**src/rtl/regfile_mp_sb.sv**
```systemverilog
// Multi-read-port integer register file for the decode/issue stage.
// Each read port returns the stored value, or the value being written in the
// same cycle (write-to-read bypass). A pending-write scoreboard with one bit
// per register raises rd_busy on a port whose operand still waits for its
// producer, so that issue can stall. Reads can optionally go through a
// register stage. Register 0 can optionally be hardwired to zero.
// The register storage is a flop array rather than block RAM. This is needed
// because every register clears on reset and all read ports are read
// combinationally at the same time.
module regfile_mp_sb #(
    parameter int XLEN     = 32,  // data width of each register
    parameter int NREGS    = 32,  // number of architectural registers (2..2**AW)
    parameter int AW       = 5,   // address width
    parameter int NRD      = 2,   // number of read ports (1..4)
    parameter int RD_REG   = 0,   // 0: combinational read, 1: registered read (latency 1)
    parameter int ZERO_REG = 1    // 1: register 0 reads 0, ignores writes, never pending
) (
    input  logic                clk,
    input  logic                rst,      // asynchronous, active low
    input  logic [NRD*AW-1:0]   rd_addr,
    output logic [NRD*XLEN-1:0] rd_data,
    output logic [NRD-1:0]      rd_busy,
    input  logic                we,
    input  logic [AW-1:0]       wr_addr,
    input  logic [XLEN-1:0]     wr_data,
    input  logic                sb_set,
    input  logic [AW-1:0]       sb_addr,
    input  logic                flush
);

    // The register count is widened by one bit so that NREGS == 2**AW
    // still compares correctly against an AW-bit address.
    localparam logic [AW:0] NREGS_EXT = (AW+1)'(NREGS);
    localparam bit          HAS_ZERO  = (ZERO_REG != 0);

    // An address is usable if it names an implemented register.
    // Register 0 is excluded when it is hardwired to zero.
    function automatic logic addr_ok(input logic [AW-1:0] a);
        logic in_range;
        logic is_zero;
        in_range = ({1'b0, a} < NREGS_EXT);
        is_zero  = (a == '0);
        return in_range && !(HAS_ZERO && is_zero);
    endfunction

    logic [XLEN-1:0] regs_reg [NREGS];
    logic [NREGS-1:0] pend_reg;
    logic [NREGS-1:0] pend_next;

    logic wr_ok;
    logic sb_ok;

    assign wr_ok = we && addr_ok(wr_addr);
    assign sb_ok = sb_set && addr_ok(sb_addr);

    // Architectural register storage: a single write port.
    // Invalid addresses never match wr_ok, so those writes are dropped.
    always_ff @(posedge clk or negedge rst) begin
        if (!rst) begin
            for (int i = 0; i < NREGS; i++) begin
                regs_reg[i] <= '0;
            end
        end else if (wr_ok) begin
            for (int i = 0; i < NREGS; i++) begin
                if (wr_addr == AW'(i)) begin
                    regs_reg[i] <= wr_data;
                end
            end
        end
    end

    // Scoreboard next state. Flush beats everything.
    // Otherwise a newly issued producer (set) beats a writeback (clear)
    // to the same register.
    always_comb begin
        pend_next = pend_reg;
        if (flush) begin
            pend_next = '0;
        end else begin
            for (int i = 0; i < NREGS; i++) begin
                if (sb_ok && sb_addr == AW'(i)) begin
                    pend_next[i] = 1'b1;
                end else if (wr_ok && wr_addr == AW'(i)) begin
                    pend_next[i] = 1'b0;
                end
            end
        end
    end

    // Scoreboard state; clears immediately on reset.
    always_ff @(posedge clk or negedge rst) begin
        if (!rst) begin
            pend_reg <= '0;
        end else begin
            pend_reg <= pend_next;
        end
    end

    // Independent read ports; any number of them may name the same register.
    for (genvar gi = 0; gi < NRD; gi++) begin : g_port
        logic [AW-1:0]   addr;
        logic            ok;
        logic            wr_hit;
        logic [XLEN-1:0] stored;
        logic            pend_hit;
        logic [XLEN-1:0] raw;

        assign addr   = rd_addr[gi*AW +: AW];
        assign ok     = addr_ok(addr);
        assign wr_hit = we && (wr_addr == addr);

        // Select the stored value and pending bit for this port's address.
        always_comb begin
            stored   = '0;
            pend_hit = 1'b0;
            for (int i = 0; i < NREGS; i++) begin
                if (addr == AW'(i)) begin
                    stored   = regs_reg[i];
                    pend_hit = pend_reg[i];
                end
            end
        end

        // Choose the raw read value: zero for an invalid address,
        // the same-cycle write data on a bypass hit, else the stored value.
        always_comb begin
            raw = '0;
            if (ok) begin
                raw = wr_hit ? wr_data : stored;
            end
        end

        // Busy always follows the current address, whatever the read latency.
        // A same-cycle writeback hides the pending bit, matching the bypass.
        assign rd_busy[gi] = ok && pend_hit && !wr_hit;

        if (RD_REG != 0) begin : g_rdreg
            logic [XLEN-1:0] data_reg;

            // Registered read: capture the bypassed value at the clock edge.
            always_ff @(posedge clk or negedge rst) begin
                if (!rst) begin
                    data_reg <= '0;
                end else begin
                    data_reg <= raw;
                end
            end

            assign rd_data[gi*XLEN +: XLEN] = data_reg;
        end else begin : g_rdcomb
            assign rd_data[gi*XLEN +: XLEN] = raw;
        end
    end

endmodule

```
**config.mk**
```make
export PLATFORM = sky130hd
export DESIGN_NAME = regfile_mp_sb
export DESIGN_NICKNAME = d
export VERILOG_FILES = /design/src/rtl/regfile_mp_sb.sv
export SDC_FILE = /design/constraint.sdc
export NUM_CORES = 2
export LEC_CHECK = 0
export BUFFER_PORTS_ARGS = -buffer_cell sky130_fd_sc_hd__buf_2
export CAP_MARGIN = 20
export CELL_PAD_IN_SITES_DETAIL_PLACEMENT = 0
export CELL_PAD_IN_SITES_GLOBAL_PLACEMENT = 2
export CORE_MARGIN = 2
export CORE_UTILIZATION = 35
export CTS_CLUSTER_SIZE = 24
export DETAILED_ROUTE_END_ITERATION = 7
export GPL_ROUTABILITY_DRIVEN = 0
export PLACE_DENSITY_LB_ADDON = 0.1
export SYNTH_ARGS = -nofsm -noshare
export SYNTH_HDL_FRONTEND = slang
export SYNTH_SLANG_ARGS = --single-unit
```
**constraint.sdc**
```tcl
create_clock -name clk -period 4.49 [get_ports clk]
set_input_delay 0.6735 -clock clk [delete_from_list [all_inputs] [get_ports clk]]
set_output_delay 0.6735 -clock clk [all_outputs]
set_load 0.02 [all_outputs]
```
==> results.cfg <==
[critical_path]
setup.worst_path.class = input pin to primary output
path_buf_inv = 3
crit_path_max_incr_delay_ns = 0.68
cp-end-kind = primary output
worstPathRequired_ns = 3.82
cp.arrival_ns = 3.86
crit_top_cell = buf_2
cp_cell_sequence = buf_2, or3b_1, nor2_4, buf_4, a22oi_1, nand3_1, nor2_1, o311a_1, a21oi_1, buf_2
worstPathMaxFanout = 10
critPathTopFamily = simple AND/OR/NAND/NOR gates
start_kind = input pin
crit_slowest_cell = or3b_1

[clock_tree]
numCtsBuffers = 121
insertion_delay_ns = 0.77
clock-sinks = 1024
root_buffer = clkbuf_16
path_clk_slew_ns = 0.06
clk_path_buf_depth = 3
cts_tree = yes
cts_max_level = 3

[logic_synthesis]
synth_ff_type = dfrtp_1
yosysSeqAreaShare = 0.465
avgSynthCellArea_sq_um = 11.0
syn_area_sq_um = 55100
synth_seq_cells = 1024
synth-edff-count = 0
synth.distinct_cells = 92
syn-num-nets = 5074
yosys_warnings = 0
async_flop_share = 1.00
syn_inst = 5017

[route]
dr.pass1.iters = 8
route.detailed.drc = 1
wl_um = 350000
viasPerCell = 7.08
drt-initial-drc-count = 9139
vias = 52700
final_antenna_net_count = 0
routedWlPerCell_um = 47.0

[global_route]
grt_pass1_vias = 50100
antenna_found_initial = 31
gr-total-overflow = 0
grt_max_degree = 142
grt_usage = 0.424
grt_pass1_wl_um = 464000

[timing]
hold_ws_ns = 0.335
tightest_slew_ns = 1.25
hold_viol = 0
clock_skew_ns = 0
fmax_mhz = 221
tns_ns = -0.0898
fin_crit_sh = 1.01
slew_headroom = 0.164
final.min_clock_period_ns = 4.53
setup_viol = 3
grt_setup_unrepaired = no
drv_slew = 0
worst_slack_ns = -0.0443

[die]
core_area_sq_um = 156000
fp-row-count = 145
die_h_um = 401
initial_utilization = 0.352
dieArea_sq_um = 160000
die_x_um = 401
io_pins = 123

[placed_design]
dp_hpwl_um = 232000
preCtsSetupSlack_ns = -0.192
io_buffers = 122
dpl_cell_area_sq_um = 61100

[cells_and_area]
nets = 5299
final_common_cell = dfrtp_1
nFillCells = 15100
layout-drive-gt1-share = 0.364
final_area_sq_um = 65500
largest_register_ffs = 992
syn_to_final_growth_pct = 19.0
final_cell_mix = dfrtp_1 (1024), mux2_2 (995), a22oi_1 (572), buf_4 (390), nand2_1 (287)

[power_and_ir_drop]
p_per_area_nw_per_um2 = 432
ir_worst_vdd_mv = 0.329
cellLeakagePower_nw = 28.7

[status]
run_status = complete, but fails checks
violations = design-rule violations, negative setup slack

[job]
drv_cap = 0

[hold_path]
worstHoldPathType = input pin to flop
==> cells in the mapped netlist, types with 50 or more instances <==
master,number,area share
a21oi_1,159,0.014
a22oi_1,572,0.078
and3_1,114,0.013
buf_2,168,0.015
clkbuf_1,260,0.018
dfrtp_1,1024,0.47
mux2_2,995,0.20
nand2_1,306,0.021
nand3_1,130,0.012
nand4_1,62,0.0070
nor2_1,156,0.011
o21ai_0,228,0.021
o22ai_1,50,0.0057
==> cell type report <==
class                           instances  area (sq um)  share of cell area
Antenna cell                           29          72.6             0.00111
Clock buffer                          167          3440              0.0525
Clock inverter                         59           767              0.0117
Inverter                               17          63.8            0.000974
Multi-Input combinational cell       3481         27700               0.422
Sequential cell                      1024         25600               0.391
Tap cell                             2058          2570              0.0393
Timing Repair Buffer                  597          5290              0.0808
==> final timing paths <==
kind | from | to | slack [ns] | depth (start not counted)
min reg2reg | regs_reg[714] | regs_reg[714] | 0.52 | 1
min | sb_addr[0] | pend_reg[16] | 0.33 | 4
min in group asynchronous | rst | pend_reg[22] | 0.42 | 2
max reg2reg | regs_reg[362] | regs_reg[362] | 3.55 | 1
max in group asynchronous | rst | regs_reg[682] | 2.63 | 3
max | rd_addr[7] | rd_data[36] | -0.04 | 10
==> cell families after synthesis <==
| kind of cell | after synthesis | share of synthesized area |
|---|---|---|
| compound gates | 1421 | 0.183 |
| simple gates | 1028 | 0.0976 |
| flops | 1024 | 0.465 |
| mux | 1022 | 0.209 |
| buf+inv | 512 | 0.0432 |
| xor+xnor | 10 | 0.00159 |
==> metrics by stage <==
stage	total power, mW	std cells	util
after CTS	28.1	7395	0.418
after detailed placement	17.5	7168	0.391
after floorplan	14.9	5017	-
after global placement	17.4	7165	0.391
final	28.3	7432	0.419
after global routing	29.0	7408	0.419
==> per-layer routing <==
layer / global-route usage / wire length, um / up-vias
li1: - / - / 19700
met1: 0.568 / 140000 / 27300
met2: 0.597 / 143000 / 4357
met3: 0.124 / 40700 / 1258
met4: 0.265 / 26000 / 16
met5: 0 / 109 / -
==> power by group <==
part           total (mW)  internal [mW]  switching [mW]
clock                10.7           6.21            4.48
sequential           12.9           11.0            1.96
combinational        4.65           2.11            2.54
==> tightest hold or removal path, cell delays in order <==
cell and delay (ns):
buf_2 0.10, nor3b_1 0.09, a22oi_1 0.15, nor2_1 0.05
==> what timing repair did <==
item	in CTS	in global routing
hold buffers	1	0
setup endpoints to repair	3	10
resized for setup	3	5
pin swaps	0	2
setup buffers	0	7
endpoints found under the hold margin	30	0
Note: power is estimated with default switching activity, not from simulation.
